[src/rtl/ifetch_pkg.sv]
// Shared types and constants for the instruction-fetch stage.
package ifetch_pkg;

  localparam logic [31:0] ResetPcDefault = 32'h1c00_0000;

  // Position of the fetch-address exception in the except_type vector.
  localparam int unsigned ExcAdefIdx = 0;

  typedef enum logic [1:0] {
    StReq,
    StWait,
    StFull
  } fetch_state_e;

  typedef struct packed {
    logic [31:0] pc;
    logic        taken;
    logic [31:0] target;
  } br_upd_t;

endpackage

[src/rtl/inst_fetch_if.sv]
// Bundle of instruction-bus, decode-handshake, redirect and branch-update signals for inst_fetch.
interface inst_fetch_if;

  logic        inst_req;
  logic [31:0] inst_addr;
  logic        inst_addr_ok;
  logic        inst_data_ok;
  logic [31:0] inst_rdata;

  logic        id_ready;
  logic        if_valid;
  logic [31:0] if_pc;
  logic [31:0] if_inst;
  logic        if_branch;
  logic [31:0] if_branch_addr;
  logic        if_adef;

  logic        redirect_en;
  logic [31:0] redirect_pc;

  logic        upd_en;
  logic [31:0] upd_pc;
  logic        upd_taken;
  logic [31:0] upd_target;

  modport master (
    output inst_req, inst_addr,
    input  inst_addr_ok, inst_data_ok, inst_rdata,
    input  id_ready,
    output if_valid, if_pc, if_inst, if_branch, if_branch_addr, if_adef,
    input  redirect_en, redirect_pc,
    input  upd_en, upd_pc, upd_taken, upd_target
  );

  modport slave (
    input  inst_req, inst_addr,
    output inst_addr_ok, inst_data_ok, inst_rdata,
    output id_ready,
    input  if_valid, if_pc, if_inst, if_branch, if_branch_addr, if_adef,
    output redirect_en, redirect_pc,
    output upd_en, upd_pc, upd_taken, upd_target
  );

endinterface

[src/rtl/ifetch_btb.sv]
// Direct-mapped branch target buffer with 2-bit counters; used by inst_fetch under IFETCH_BTB_EN.
module ifetch_btb
  import ifetch_pkg::*;
#(
  parameter int unsigned Entries = 16
) (
  input  logic        clk_i,
  input  logic        rst_i,
  input  logic [31:0] lookup_pc_i,
  output logic        pred_taken_o,
  output logic [31:0] pred_target_o,
  input  logic        upd_en_i,
  input  br_upd_t     upd_i
);

  localparam int unsigned IdxW = $clog2(Entries);
  localparam int unsigned TagW = 30 - IdxW;

  logic [Entries-1:0] valid_q;
  logic [TagW-1:0]    tag_q    [Entries];
  logic [31:0]        target_q [Entries];
  logic [1:0]         cnt_q    [Entries];

  logic [IdxW-1:0] rd_idx, wr_idx;
  logic [TagW-1:0] rd_tag, wr_tag;
  logic            wr_hit;
  logic [1:0]      cnt_d;

  assign rd_idx = lookup_pc_i[IdxW+1:2];
  assign rd_tag = lookup_pc_i[31:IdxW+2];
  assign wr_idx = upd_i.pc[IdxW+1:2];
  assign wr_tag = upd_i.pc[31:IdxW+2];
  assign wr_hit = valid_q[wr_idx] && (tag_q[wr_idx] == wr_tag);

  // Counter >= 2 means predict taken, i.e. the MSB.
  assign pred_taken_o  = valid_q[rd_idx] && (tag_q[rd_idx] == rd_tag) && cnt_q[rd_idx][1];
  assign pred_target_o = target_q[rd_idx];

  always_comb begin
    cnt_d = cnt_q[wr_idx];
    if (!wr_hit) begin
      cnt_d = upd_i.taken ? 2'd2 : 2'd1;
    end else if (upd_i.taken && (cnt_q[wr_idx] != 2'd3)) begin
      cnt_d = cnt_q[wr_idx] + 2'd1;
    end else if (!upd_i.taken && (cnt_q[wr_idx] != 2'd0)) begin
      cnt_d = cnt_q[wr_idx] - 2'd1;
    end
  end

  always_ff @(posedge clk_i) begin
    if (rst_i) begin
      valid_q <= '0;
    end else if (upd_en_i) begin
      valid_q[wr_idx] <= 1'b1;
    end
  end

  always_ff @(posedge clk_i) begin
    if (upd_en_i) begin
      tag_q[wr_idx]    <= wr_tag;
      target_q[wr_idx] <= upd_i.target;
      cnt_q[wr_idx]    <= cnt_d;
    end
  end

  logic unused_lo;
  assign unused_lo = ^{lookup_pc_i[1:0], upd_i.pc[1:0]};

endmodule

[src/rtl/inst_fetch.sv]
// Instruction-fetch stage: PC, single-outstanding bus request, one output slot for decode.
// Optional BTB prediction is enabled by defining IFETCH_BTB_EN.
module inst_fetch
  import ifetch_pkg::*;
#(
  parameter logic [31:0] RESET_PC    = ResetPcDefault,
  parameter int unsigned BTB_ENTRIES = 16
) (
  input logic          clk,
  input logic          rst,
  inst_fetch_if.master fetch_if
);

  fetch_state_e state_q;
  logic [31:0]  pc_q, req_pc_q, req_target_q;
  logic         req_branch_q, cancel_q;
  logic         valid_q, adef_q, branch_q;
  logic [31:0]  out_pc_q, inst_q, branch_addr_q;

  logic        pred_taken;
  logic [31:0] pred_target, pc_seq;
  logic        misaligned, slot_free, drain, req_fire;

  assign pc_seq     = pc_q + 32'd4;
  assign misaligned = pc_q[1:0] != 2'b00;
  assign drain      = valid_q & fetch_if.id_ready;
  assign slot_free  = ~valid_q | fetch_if.id_ready;

  // Request only when the returning word will have a free slot to land in.
  assign fetch_if.inst_req  = ~rst & (state_q == StReq) & ~misaligned & slot_free;
  assign fetch_if.inst_addr = pc_q;
  assign req_fire           = fetch_if.inst_req & fetch_if.inst_addr_ok;

`ifdef IFETCH_BTB_EN
  br_upd_t     upd;
  logic [31:0] btb_target;

  assign upd = '{pc: fetch_if.upd_pc, taken: fetch_if.upd_taken, target: fetch_if.upd_target};

  ifetch_btb #(
    .Entries(BTB_ENTRIES)
  ) u_btb (
    .clk_i        (clk),
    .rst_i        (rst),
    .lookup_pc_i  (pc_q),
    .pred_taken_o (pred_taken),
    .pred_target_o(btb_target),
    .upd_en_i     (fetch_if.upd_en),
    .upd_i        (upd)
  );

  assign pred_target = pred_taken ? btb_target : pc_seq;
`else
  assign pred_taken  = 1'b0;
  assign pred_target = pc_seq;

  logic unused_upd;
  assign unused_upd = ^{fetch_if.upd_en, fetch_if.upd_pc, fetch_if.upd_taken,
                        fetch_if.upd_target, BTB_ENTRIES};
`endif

  always_ff @(posedge clk) begin
    if (rst) begin
      state_q       <= StReq;
      pc_q          <= RESET_PC;
      cancel_q      <= 1'b0;
      req_pc_q      <= '0;
      req_branch_q  <= 1'b0;
      req_target_q  <= '0;
      valid_q       <= 1'b0;
      adef_q        <= 1'b0;
      branch_q      <= 1'b0;
      out_pc_q      <= '0;
      inst_q        <= '0;
      branch_addr_q <= '0;
    end else if (fetch_if.redirect_en) begin
      pc_q    <= fetch_if.redirect_pc;
      valid_q <= 1'b0;
      adef_q  <= 1'b0;
      // A response still owed by the bus must be swallowed before the next request.
      if (((state_q == StWait) && !fetch_if.inst_data_ok) || req_fire) begin
        cancel_q <= 1'b1;
        state_q  <= StWait;
      end else begin
        cancel_q <= 1'b0;
        state_q  <= StReq;
      end
    end else begin
      if (drain) valid_q <= 1'b0;
      case (state_q)
        StReq: begin
          if (!slot_free) begin
            state_q <= StFull;
          end else if (misaligned) begin
            valid_q       <= 1'b1;
            adef_q        <= 1'b1;
            out_pc_q      <= pc_q;
            inst_q        <= '0;
            branch_q      <= 1'b0;
            branch_addr_q <= pc_seq;
            state_q       <= StFull;
          end else if (req_fire) begin
            req_pc_q     <= pc_q;
            req_branch_q <= pred_taken;
            req_target_q <= pred_target;
            pc_q         <= pred_target;
            state_q      <= StWait;
          end
        end
        StWait: begin
          if (fetch_if.inst_data_ok) begin
            if (cancel_q) begin
              cancel_q <= 1'b0;
              state_q  <= StReq;
            end else begin
              valid_q       <= 1'b1;
              adef_q        <= 1'b0;
              out_pc_q      <= req_pc_q;
              inst_q        <= fetch_if.inst_rdata;
              branch_q      <= req_branch_q;
              branch_addr_q <= req_target_q;
              state_q       <= fetch_if.id_ready ? StReq : StFull;
            end
          end
        end
        StFull: begin
          if (drain) state_q <= StReq;
        end
        default: state_q <= StReq;
      endcase
    end
  end

  assign fetch_if.if_valid       = valid_q;
  assign fetch_if.if_pc          = out_pc_q;
  assign fetch_if.if_inst        = inst_q;
  assign fetch_if.if_branch      = branch_q;
  assign fetch_if.if_branch_addr = branch_addr_q;
  assign fetch_if.if_adef        = adef_q;

endmodule

[src/flat_wrapper.sv]
// flat-port wrapper written by rule: the top's interface ports become plain ports
module inst_fetch_flat import ifetch_pkg::*;
#(
  parameter logic [31:0] RESET_PC    = ResetPcDefault,
  parameter int unsigned BTB_ENTRIES = 16
)
  (clk, rst, fetch_if_inst_req, fetch_if_inst_addr, fetch_if_inst_addr_ok, fetch_if_inst_data_ok, fetch_if_inst_rdata, fetch_if_id_ready, fetch_if_if_valid, fetch_if_if_pc, fetch_if_if_inst, fetch_if_if_branch, fetch_if_if_branch_addr, fetch_if_if_adef, fetch_if_redirect_en, fetch_if_redirect_pc, fetch_if_upd_en, fetch_if_upd_pc, fetch_if_upd_taken, fetch_if_upd_target);
  inst_fetch_if fetch_if_i ();
  input logic clk;
  input logic rst;
  output wire logic [$bits(fetch_if_i.inst_req)-1:0] fetch_if_inst_req;
  output wire logic [$bits(fetch_if_i.inst_addr)-1:0] fetch_if_inst_addr;
  input wire logic [$bits(fetch_if_i.inst_addr_ok)-1:0] fetch_if_inst_addr_ok;
  input wire logic [$bits(fetch_if_i.inst_data_ok)-1:0] fetch_if_inst_data_ok;
  input wire logic [$bits(fetch_if_i.inst_rdata)-1:0] fetch_if_inst_rdata;
  input wire logic [$bits(fetch_if_i.id_ready)-1:0] fetch_if_id_ready;
  output wire logic [$bits(fetch_if_i.if_valid)-1:0] fetch_if_if_valid;
  output wire logic [$bits(fetch_if_i.if_pc)-1:0] fetch_if_if_pc;
  output wire logic [$bits(fetch_if_i.if_inst)-1:0] fetch_if_if_inst;
  output wire logic [$bits(fetch_if_i.if_branch)-1:0] fetch_if_if_branch;
  output wire logic [$bits(fetch_if_i.if_branch_addr)-1:0] fetch_if_if_branch_addr;
  output wire logic [$bits(fetch_if_i.if_adef)-1:0] fetch_if_if_adef;
  input wire logic [$bits(fetch_if_i.redirect_en)-1:0] fetch_if_redirect_en;
  input wire logic [$bits(fetch_if_i.redirect_pc)-1:0] fetch_if_redirect_pc;
  input wire logic [$bits(fetch_if_i.upd_en)-1:0] fetch_if_upd_en;
  input wire logic [$bits(fetch_if_i.upd_pc)-1:0] fetch_if_upd_pc;
  input wire logic [$bits(fetch_if_i.upd_taken)-1:0] fetch_if_upd_taken;
  input wire logic [$bits(fetch_if_i.upd_target)-1:0] fetch_if_upd_target;
  assign fetch_if_inst_req = fetch_if_i.inst_req;
  assign fetch_if_inst_addr = fetch_if_i.inst_addr;
  assign fetch_if_i.inst_addr_ok = fetch_if_inst_addr_ok;
  assign fetch_if_i.inst_data_ok = fetch_if_inst_data_ok;
  assign fetch_if_i.inst_rdata = fetch_if_inst_rdata;
  assign fetch_if_i.id_ready = fetch_if_id_ready;
  assign fetch_if_if_valid = fetch_if_i.if_valid;
  assign fetch_if_if_pc = fetch_if_i.if_pc;
  assign fetch_if_if_inst = fetch_if_i.if_inst;
  assign fetch_if_if_branch = fetch_if_i.if_branch;
  assign fetch_if_if_branch_addr = fetch_if_i.if_branch_addr;
  assign fetch_if_if_adef = fetch_if_i.if_adef;
  assign fetch_if_i.redirect_en = fetch_if_redirect_en;
  assign fetch_if_i.redirect_pc = fetch_if_redirect_pc;
  assign fetch_if_i.upd_en = fetch_if_upd_en;
  assign fetch_if_i.upd_pc = fetch_if_upd_pc;
  assign fetch_if_i.upd_taken = fetch_if_upd_taken;
  assign fetch_if_i.upd_target = fetch_if_upd_target;
  inst_fetch #(.RESET_PC(RESET_PC), .BTB_ENTRIES(BTB_ENTRIES)) u_core (.clk(clk), .rst(rst), .fetch_if(fetch_if_i));
endmodule
[config.mk]
export PLATFORM = sky130hd
export DESIGN_NAME = inst_fetch_flat
export DESIGN_NICKNAME = d
export VERILOG_FILES = /design/src/rtl/ifetch_pkg.sv /design/src/rtl/inst_fetch_if.sv /design/src/rtl/ifetch_btb.sv /design/src/rtl/inst_fetch.sv /design/src/flat_wrapper.sv
export SDC_FILE = /design/constraint.sdc
export NUM_CORES = 1
export LEC_CHECK = 0
export CORE_AREA = 2 2 133 135
export DETAILED_ROUTE_END_ITERATION = 8
export DIE_AREA = 0 0 135 137
export PLACE_DENSITY = 0.87
export REMOVE_ABC_BUFFERS = 1
export SETUP_SLACK_MARGIN = 0.05
export SLEW_MARGIN = 20
export SYNTH_ARGS = -nofsm -noshare
export SYNTH_HDL_FRONTEND = slang
export SYNTH_SLANG_ARGS = --single-unit
[constraint.sdc]
create_clock -name clk -period 3.77 [get_ports clk]
set_clock_uncertainty 0.15 [all_clocks]
set_input_delay 0.377 -clock clk [delete_from_list [all_inputs] [get_ports clk]]
set_output_delay 0.377 -clock clk [all_outputs]
set_load 0.02 [all_outputs]
==> flow_metrics.py, run 1 <==
metrics = {
    "timing": {
        "finalSetupViolCount": 0,
        "rsz0062_at_grt": "no",
        "tightestPinTransition_ns": 1.08,
        "hold_viol": 0,
        "tns_ns": 0,
        "max_freq_mhz": 344,
        "slew_headroom_pct": 27.7,
        "min_period_over_period_pct": 77.0,
        "whs_ns": 0.260,
        "period_needed_ns": 2.90,
        "slew_violations": 0,
    },
    "layout": {
        "area.growth.synth_to_final_pct": 30.6,
        "fill_cells": 1465,
        "drive_gt1_share_pct": 5.96,
        "antennaDiodeCount": 0,
        "final_nets": 1332,
    },
    "floorplan": {
        "initial_core_util_pct": 50.2,
        "core_area_sq_mm": 0.0171,
        "ios": 268,
        "die_y_um": 137,
        "rows": 48,
        "dieArea_sq_mm": 0.0185,
        "die-width_um": 135,
    },
    "power_and_ir_drop": {
        "leakage_nw": 3.71,
        "p_switching_w": 0.00130,
        "swShare_pct": 27.1,
        "clkPwrFrac_pct": 38.5,
        "internal_power_w": 0.00351,
        "power_frac_comb_pct": 15.0,
        "ir_drop_mv": 0.347,
        "seq_power_share_pct": 46.5,
        "pwr_density_cell_mw_per_mm2": 430,
    },
    "synth": {
        "synthCells": 1068,
        "ys_ff_latch": 193,
        "yosys.area_share.adder_pct": 0.146,
        "postSynth.asyncResetShare_pct": 0,
        "syn_avg_cell_area_sq_um": 8.02,
        "yosysSeqAreaShare_pct": 45.1,
        "synthSimpleGateAreaFrac_pct": 26.2,
        "synthesis.area_sq_mm": 0.00856,
        "synth_top_family_by_area": "simple AND/OR/NAND/NOR gates",
        "muxShareOfSynthArea_pct": 0.701,
        "synth_compound_area_share_pct": 16.6,
        "synth_edf_count": 0,
        "yosys_warnings": 0,
        "yosysUniqueCellTypes": 57,
        "ys.flop_type": "dfxtp_1",
        "synth_xor_area_share_pct": 5.22,
    },
    "critical_path": {
        "slowest_delay_ns": 0.69,
        "critical_path_arrival_ns": 3.06,
        "start_kind": "flop",
        "r2r_slack_ns": 0.87,
        "rr_worst_depth": 6,
        "r2r-start": "u_core.fetch_if.inst_addr[2]",
        "worstPathRequired_ns": 3.93,
        "r2r_end": "u_core.fetch_if.inst_addr[30]",
        "slowest_stage": "or4_4",
        "end_kind": "flop",
        "worstSetupPathType": "reg2reg",
        "worst-path-max-fanout": 11,
        "path_cells": "ha_1 -> inv_1 -> or4_4 -> nor4_4 -> xnor2_1 -> o22ai_1",
    },
    "routing": {
        "drtIter0Drc": 681,
        "top_layer_used": "met4",
        "firstDrtPassIters": 7,
        "routed_via_density": 5.81,
        "wl_met3_um": 2230,
        "wl_per_cell_um": 17.2,
        "wl_um": 24700,
        "wl_met1_um": 10300,
        "via_count": 8330,
        "drc": 0,
        "ant_nets": 0,
        "wl_met2_um": 11500,
    },
    "worst_hold_path": {
        "holdPathStages": 2,
        "hp-start": "rst",
        "hp-class": "in2reg",
        "worstHoldEndpoint": "u_core.req_target_q[2]",
    },
    "clocking": {
        "cts_tree": "built",
        "clk_latency_ns": 0.43,
        "cts_htree_levels": 4,
        "clkTransAtPathRegs_ns": 0.07,
        "clock_path_buffers": 2,
        "cts_setup_buffers": 0,
        "holdBufCountCts": 0,
        "numCtsBuffers": 17,
        "cts_resized": 0,
        "clock_sinks": 193,
        "cts-root-buf": "clkbuf_16",
    },
    "grt": {
        "first_global_vias": 7659,
        "grtUsageTotal_pct": 26.1,
        "globalRouteOverflowTotal": 0,
        "grt_pass1_wl_um": 38800,
        "antenna_found_initial": 0,
        "grt_max_degree": 105,
    },
    "run": {
        "drv_cap": 0,
    },
    "placed_design": {
        "gp_congestion": 0.908,
        "io_buffers": 200,
        "hpwlAfterDp_um": 16500,
    },
    "outcome": {
        "status": "complete, no violations",
    },
}
[worst max-delay path by stage]
stage	from	to	slack, ns	cells past startpoint
final	u_core.fetch_if.inst_addr[2]	u_core.fetch_if.inst_addr[30]	0.87	6
after global routing	u_core.fetch_if.inst_addr[2]	u_core.fetch_if.inst_addr[30]	0.71	6
after CTS	u_core.fetch_if.inst_addr[2]	u_core.fetch_if.inst_addr[30]	0.89	6
after detailed placement	fetch_if_redirect_en	u_core.fetch_if.if_pc[29]	0.64	9
after global placement	fetch_if_redirect_en	u_core.fetch_if.if_pc[2]	0.77	9
after floorplan	u_core.state_q[1]	u_core.fetch_if.if_branch_addr[30]	-1.69	4
[metal layers]
layer	global-route usage [%]	vias up
li1	-	3969
met1	33.0	3884
met2	42.5	405
met3	6.41	72
met4	11.2	0
met5	0	-
[power by group through the flow]
stage | combinational [W] | sequential [W] | clock, W
floorplan | 0.000275 | 0.00234 | 0
global placement | 0.000705 | 0.00228 | 0
detailed placement | 0.000720 | 0.00228 | 0
CTS | 0.000724 | 0.00223 | 0.00187
global route | 0.000779 | 0.00225 | 0.00196
finish | 0.000723 | 0.00224 | 0.00185
[logic make-up after synthesis]
kind of cell | count (synthesis)
simple gates | 481
compound gates | 215
flops | 193
buf+inv | 120
xor+xnor | 51
mux | 6
fa+ha+maj | 1
other cells | 1
[through the flow]
| stage | cell area, sq um | util [%] | total power [W] | cells | setup WS [ns] |
|---|---|---|---|---|---|
| after floorplan | 8080 | - | 0.00262 | 956 | -1.69 |
| after global placement | 10600 | 62.0 | 0.00298 | 1401 | 0.767 |
| after detailed placement | 10600 | 62.0 | 0.00300 | 1401 | 0.637 |
| after CTS | 11200 | 65.6 | 0.00483 | 1433 | 0.892 |
| after global routing | 11200 | 65.6 | 0.00499 | 1433 | 0.709 |
| final | 11200 | 65.6 | 0.00481 | 1433 | 0.866 |
[Yosys cell counts, types with 14 or more instances]
cell	instances	area share, %
a21oi_1	83	4.9
dfxtp_1	193	45
nor2_1	116	5.1
buf_2	27	1.6
a311oi_1	37	3.8
nand2_1	207	9.1
xnor2_1	27	2.8
clkbuf_1	75	3.3
nand3_1	52	3.0
nand4_1	24	1.8
a211oi_1	36	3.2
xor2_1	24	2.5
a31oi_1	14	1.0
[flip-flops by register name, indices dropped and copies added (netlist names)]
register / flops
u_core.fetch_if.if_valid: 1
u_core.state_q: 2
u_core.fetch_if.inst_addr: 32
u_core.req_target_q: 30
u_core.fetch_if.if_branch_addr: 30
u_core.fetch_if.if_pc: 32
u_core.req_pc_q: 32
u_core.fetch_if.if_inst: 32
u_core.cancel_q: 1
u_core.fetch_if.if_adef: 1
[area by class of cell]
type	instances	area, sq um	area share [%]
sequential	193	3860	34.5
clock inverter	14	163	1.45
timing repair buffer	220	2190	19.6
multi-input combinational	755	4220	37.7
clock buffer	18	439	3.93
inverter	8	30.0	0.268
tap	225	282	2.52
[cells in the final DEF, fill, tap and decap left out, drive strengths merged, types with 2 or more instances in the layout]
master / count
nand4: 26
xnor2: 27
and4: 3
xor2: 24
nand2: 207
o211ai: 8
dfxtp: 193
clkinv: 8
clkbuf: 18
a31oi: 14
a311oi: 37
inv: 10
o21a: 2
nor4: 12
buf: 21
nor4b: 3
or3: 4
or4: 2
a21oi: 83
bufinv: 3
nor3b: 12
o221ai: 2
or2: 2
o21ai: 9
nor2: 117
nand2b: 6
nand3: 52
mux2i: 6
o22ai: 12
a211oi: 37
a211o: 5
and3: 9
nor3: 16
clkdlybuf4s50: 199
and2: 7
[critical path: cells and delay by family, from the launching register on]
kind,cells,cell delay (ns)
and+or+nand+nor,2,1.03
DFF,1,0.58
adders and majority gates,1,0.50
buffers and inverters,1,0.22
xor gates and xnor gates,1,0.19
AOI/OAI and AO/OA,1,0.12
Note: power is estimated with default switching activity, not from simulation.
==> inputs of run 2 (changes only) <==
Settings changed: CORE_AREA 2 2 133 135 to 2 2 138 140, DIE_AREA 0 0 135 137 to 0 0 140 142, PLACE_DENSITY 0.87 to 0.81.
Clock period 3.77 ns to 2.7 ns, I/O delays scaled along.
==> flow_metrics.py, run 2 (synthesized netlist as in run 1, its figures left out) <==
metrics = {
    "outcome": {
        "status": "finished, violations left",
        "violations": "DRC",
    },
    "timing": {
        "period_needed_ns": 2.41,
        "rsz0062_at_grt": "no",
        "slew_violations": 0,
        "hold_viol": 0,
        "max_freq_mhz": 415,
        "whs_ns": 0.0496,
        "finalSetupViolCount": 0,
        "min_period_over_period_pct": 89.2,
        "slew_headroom_pct": 52.9,
        "tightestPinTransition_ns": 0.705,
    },
    "routing": {
        "routed_via_density": 5.55,
        "wl_met2_um": 11700,
        "wl_um": 24900,
        "firstDrtPassIters": 9,
        "via_count": 8190,
        "drtIter0Drc": 674,
        "wl_per_cell_um": 16.9,
        "wl_met1_um": 10600,
        "top_layer_used": "met4",
        "drc": 20,
        "ant_nets": 0,
        "wl_met3_um": 2010,
    },
    "layout": {
        "final_common_cell": "nand2_1",
        "layout_common_cells": "nand2_1, clkdlybuf4s50_1, dfxtp_1",
        "fill_cells": 1594,
        "finalNonFillerCells": 1475,
        "antennaDiodeCount": 0,
        "area.growth.synth_to_final_pct": 34.5,
        "multi_input_area_sq_mm": 0.00422,
        "fin_area_sq_mm": 0.0115,
        "final_nets": 1365,
        "seq_area_sq_mm": 0.00386,
        "drive_gt1_share_pct": 8.38,
    },
    "power_and_ir_drop": {
        "internal_power_w": 0.00503,
        "ir_drop_mv": 0.501,
        "power_frac_comb_pct": 16.0,
        "seq_power_share_pct": 44.6,
        "swShare_pct": 27.1,
        "leakage_nw": 3.88,
        "pwr_density_cell_mw_per_mm2": 599,
        "p_switching_w": 0.00187,
        "clkPwrFrac_pct": 39.3,
    },
    "critical_path": {
        "worstSetupPathType": "reg2out",
        "r2r_slack_ns": 0.31,
        "critical_path_arrival_ns": 1.99,
        "worstPathRequired_ns": 2.28,
        "end_kind": "output pin",
        "start_kind": "flop",
        "worst-path-max-fanout": 8,
    },
    "worst_hold_path": {
        "hp-class": "in2reg",
    },
    "clocking": {
        "cts_setup_buffers": 0,
        "cts-root-buf": "clkbuf_16",
        "cts_tree": "built",
        "cts_htree_levels": 4,
        "numCtsBuffers": 17,
        "clkTransAtPathRegs_ns": 0.07,
        "clock_sinks": 193,
        "cts_resized": 0,
        "clk_latency_ns": 0.45,
        "holdBufCountCts": 0,
        "clock_path_buffers": 2,
    },
    "grt": {
        "grt_max_degree": 102,
        "grtUsageTotal_pct": 24.6,
        "grt_pass1_wl_um": 39500,
        "antenna_found_initial": 0,
        "first_global_vias": 7627,
        "globalRouteOverflowTotal": 0,
    },
    "placed_design": {
        "gp_congestion": 0.877,
        "hpwlAfterDp_um": 16500,
        "io_buffers": 200,
        "placedInstanceArea_sq_mm": 0.0109,
        "dp.cells": 1443,
    },
    "run": {
        "drv_cap": 0,
    },
    "floorplan": {
        "die_y_um": 142,
        "initial_core_util_pct": 46.4,
        "core_area_sq_mm": 0.0185,
        "dieArea_sq_mm": 0.0199,
        "die-width_um": 140,
        "rows": 50,
        "ios": 268,
    },
}
[run 2: cell count changes in the layout (fill, tap and decap cells not counted), sizes merged]
cell      delta
buf         +33
clkinvlp     +3
bufinv       +1
clkinv       -6
inv          +2
[run 2: layout make-up]
class	count	area share [%]
Sequential cell	193	33.5
Clock inverter	14	1.74
Inverter	8	0.261
Clock buffer	18	3.73
Tap cell	234	2.54
Multi-Input combinational cell	755	36.6
Timing Repair Buffer	253	21.6
[run 2: final timing paths]
check,from,to,depth (start not counted)
max,u_core.fetch_if.inst_addr[1],fetch_if_inst_req,5
min,rst,u_core.state_q[0],2
max reg2reg,u_core.fetch_if.inst_addr[5],u_core.fetch_if.inst_addr[31],6
min reg2reg,u_core.fetch_if.if_inst[13],u_core.fetch_if.if_inst[13],2
[run 2: stage by stage]
stage / setup TNS [ns] / setup slack, ns / utilization [%] / total power, W
after floorplan: -237.28 / -2.76 / - / 0.00366
after global placement: 0 / 0.295 / 59.0 / 0.00422
after detailed placement: 0 / 0.267 / 59.0 / 0.00424
after CTS: 0 / 0.268 / 62.4 / 0.00693
after global routing: 0 / 0.193 / 62.4 / 0.00715
final: 0 / 0.291 / 62.4 / 0.00690
[run 2: metal layers]
metal,vias to the layer above,GRT usage [%]
li1,4024,-
met1,3799,32.2
met2,325,41.0
met3,42,4.61
met4,0,8.45
met5,-,0
[run 2: power by group through the flow]
stage | logic, W | registers (W) | clock network [W]
after floorplan | 0.000385 | 0.00327 | 0
after global placement | 0.00109 | 0.00314 | 0
after detailed placement | 0.00110 | 0.00314 | 0
after CTS | 0.00111 | 0.00308 | 0.00275
after global routing | 0.00119 | 0.00309 | 0.00287
final | 0.00111 | 0.00308 | 0.00271
[run 2: critical path: stages, from the launching register on]
cell,delay (ns)
dfxtp_1,0.35
nor2_1,0.11
buf_4,0.16
nand2_1,0.08
nor4_1,0.20
clkdlybuf4s50_1,0.66
==> inputs of run 3 (changes only) <==
Settings changed: SYNTH_HIERARCHICAL set to 1.
==> flow_metrics.py, run 3 <==
metrics = {
    "timing": {
        "rsz0062_at_grt": "no",
        "tightestPinTransition_ns": 1.02,
        "worst_slack_ns": 0.204,
        "min_period_over_period_pct": 92.5,
        "whs_ns": 0.0709,
        "hold_viol": 0,
        "max_freq_mhz": 401,
        "finalSetupViolCount": 0,
        "slew_headroom_pct": 32.2,
        "slew_violations": 0,
        "period_needed_ns": 2.50,
    },
    "power_and_ir_drop": {
        "leakage_nw": 3.87,
        "ir_drop_mv": 0.430,
        "pwr_density_cell_mw_per_mm2": 592,
    },
    "synth": {
        "synth_top_area_share_pct": 45.4,
        "synthSimpleGateAreaFrac_pct": 25.2,
        "synth_compound_area_share_pct": 17.3,
        "syn_avg_cell_area_sq_um": 8.10,
        "synthesis.area_sq_mm": 0.00850,
        "synth_most_common_cell": "nand2_1",
        "postSynth.asyncResetShare_pct": 0,
        "synth_top_family_by_area": "simple AND/OR/NAND/NOR gates",
        "synth_area_leaders": "dfxtp_1, nand2_1, a21oi_1, nand3_1, nor2_1",
        "ys_ff_latch": 193,
        "yosysSeqAreaShare_pct": 45.4,
        "yosys_warnings": 6,
        "synthTopCellsByCount": "nand2_1, dfxtp_1, nor2_1, a21oi_1, nand3_1",
        "synthCells": 1050,
        "ys.flop_type": "dfxtp_1",
        "muxShareOfSynthArea_pct": 0.353,
        "synth_xor_area_share_pct": 5.36,
        "yosysTopAreaCell": "dfxtp_1",
        "yosysUniqueCellTypes": 59,
        "yosys.area_share.adder_pct": 0.147,
        "synth_edf_count": 0,
    },
    "critical_path": {
        "slowest_stage": "clkdlybuf4s50_1",
        "path_cells": "buf_4 -> nor4_4 -> and3_1 -> clkdlybuf4s50_1",
        "worstPathRequired_ns": 2.28,
        "worst-path-max-fanout": 5,
        "end_kind": "output pin",
        "start_kind": "flop",
        "critical_path_arrival_ns": 2.08,
        "slowest_delay_ns": 0.61,
        "worstSetupPathType": "reg2out",
    },
    "worst_hold_path": {
        "hp-class": "in2reg",
    },
    "grt": {
        "antenna_found_initial": 0,
        "globalRouteOverflowTotal": 0,
        "grt_max_degree": 93,
        "first_global_vias": 7588,
        "grtUsageTotal_pct": 24.6,
        "grt_pass1_wl_um": 39200,
    },
    "layout": {
        "fill_cells": 1632,
        "area.growth.synth_to_final_pct": 33.1,
        "antennaDiodeCount": 0,
        "final_nets": 1344,
        "layout_common_cells": "nand2_1, clkdlybuf4s50_1, dfxtp_1",
        "final_common_cell": "nand2_1",
        "drive_gt1_share_pct": 8.52,
    },
    "routing": {
        "via_count": 7964,
        "wl_um": 24800,
        "firstDrtPassIters": 9,
        "drc": 19,
        "routed_via_density": 5.48,
        "wl_per_cell_um": 17.0,
        "drtIter0Drc": 616,
        "ant_nets": 0,
    },
    "placed_design": {
        "dpl_worst_slack_ns": -0.227,
        "hpwlAfterDp_um": 15900,
        "io_buffers": 200,
        "gp_congestion": 0.861,
    },
    "clocking": {
        "cts_tree": "built",
        "cts_setup_buffers": 0,
        "clock_sinks": 193,
        "clkTransAtPathRegs_ns": 0.08,
        "cts-root-buf": "clkbuf_16",
        "numCtsBuffers": 17,
        "holdBufCountCts": 0,
        "cts_htree_levels": 4,
        "cts_resized": 0,
        "clk_latency_ns": 0.43,
        "clock_path_buffers": 2,
    },
    "floorplan": {
        "rows": 50,
        "die-width_um": 140,
        "core_area_sq_mm": 0.0185,
        "die_y_um": 142,
        "dieArea_sq_mm": 0.0199,
        "ios": 268,
        "initial_core_util_pct": 46.1,
    },
    "run": {
        "drv_cap": 0,
    },
    "outcome": {
        "status": "finished, violations left",
        "violations": "DRC",
    },
}
run 3: changes by cell type after synthesis, moves of 14 or more:
| cell | previous run | this run |
|---|---|---|
| nand3_1 | 52 | 72 |
| nand2_1 | 207 | 221 |
| nor2_1 | 116 | 92 |
| xor2_1 | 24 | 39 |
| xnor2_1 | 27 | 13 |
| o21ai_0 | 8 | 22 |
| clkbuf_1 | 75 | 58 |
| a211oi_1 | 36 | 22 |
run 3: kinds of logic (layout without fill, tap and decap cells):
| family | after synthesis | in the layout |
|---|---|---|
| AOI/OAI and AO/OA | 230 | 230 |
| xor gates and xnor gates | 52 | 52 |
| adders and majority gates | 1 | 1 |
| buffers and inverters | 113 | 282 |
| DFF | 193 | 193 |
| muxes | 3 | 3 |
| other | 1 | 1 |
| and+or+nand+nor | 457 | 458 |
run 3: layout make-up:
cell class / instances / area, sq um / area share (%)
inverters: 4 / 15.0 / 0.133
clock buffers: 18 / 429 / 3.79
clock inverters: 14 / 156 / 1.38
repair buffers: 246 / 2410 / 21.3
well taps: 234 / 293 / 2.59
flip-flops and latches: 193 / 3860 / 34.1
multi-input cells: 745 / 4150 / 36.7
run 3: path summary, 6_finish.rpt:
| path | startpoint | slack (ns) | to | cells after the start |
|---|---|---|---|---|
| max | u_core/fetch_if.inst_addr[1] | 0.20 | fetch_if_inst_req | 4 |
| min reg2reg | u_core/req_target_q[12] | 0.30 | u_core/req_target_q[12] | 2 |
| min | rst | 0.07 | u_core/state_q[0] | 2 |
| max reg2reg | u_core/state_q[1] | 0.28 | u_core/fetch_if.if_pc[7] | 8 |
run 3: worst max-delay path: cells and delay by family (launching register included):
family | cells | cell delay, ns
buf+inv | 2 | 0.77
simple gates | 2 | 0.55
flops | 1 | 0.32
run 3: per-layer routing:
| layer | share of wire (%) | global-route usage (%) | vias to the layer above |
|---|---|---|---|
| met5 | 0 | 0 | - |
| met4 | 1.6 | 7.07 | 0 |
| met3 | 7.1 | 5.01 | 31 |
| met2 | 47 | 41.2 | 273 |
| met1 | 44 | 32.6 | 3723 |
| li1 | - | - | 3937 |
run 3: stage by stage:
stage | setup TNS, ns | total power (W) | util [%] | instance area (sq um) | cells
finish | 0 | 0.00670 | 61.3 | 11300 | 1454
global route | 0 | 0.00695 | 61.3 | 11300 | 1454
CTS | 0 | 0.00674 | 61.3 | 11300 | 1454
detailed placement | -4.78 | 0.00421 | 58.1 | 10700 | 1421
global placement | -2.48 | 0.00419 | 58.1 | 10700 | 1421
floorplan | -168.20 | 0.00364 | - | 8000 | 941
run 3: report_power, final:
part	internal, W	switching [W]
clock network	0.00138	0.00116
logic	0.000470	0.000600
registers	0.00297	0.000113
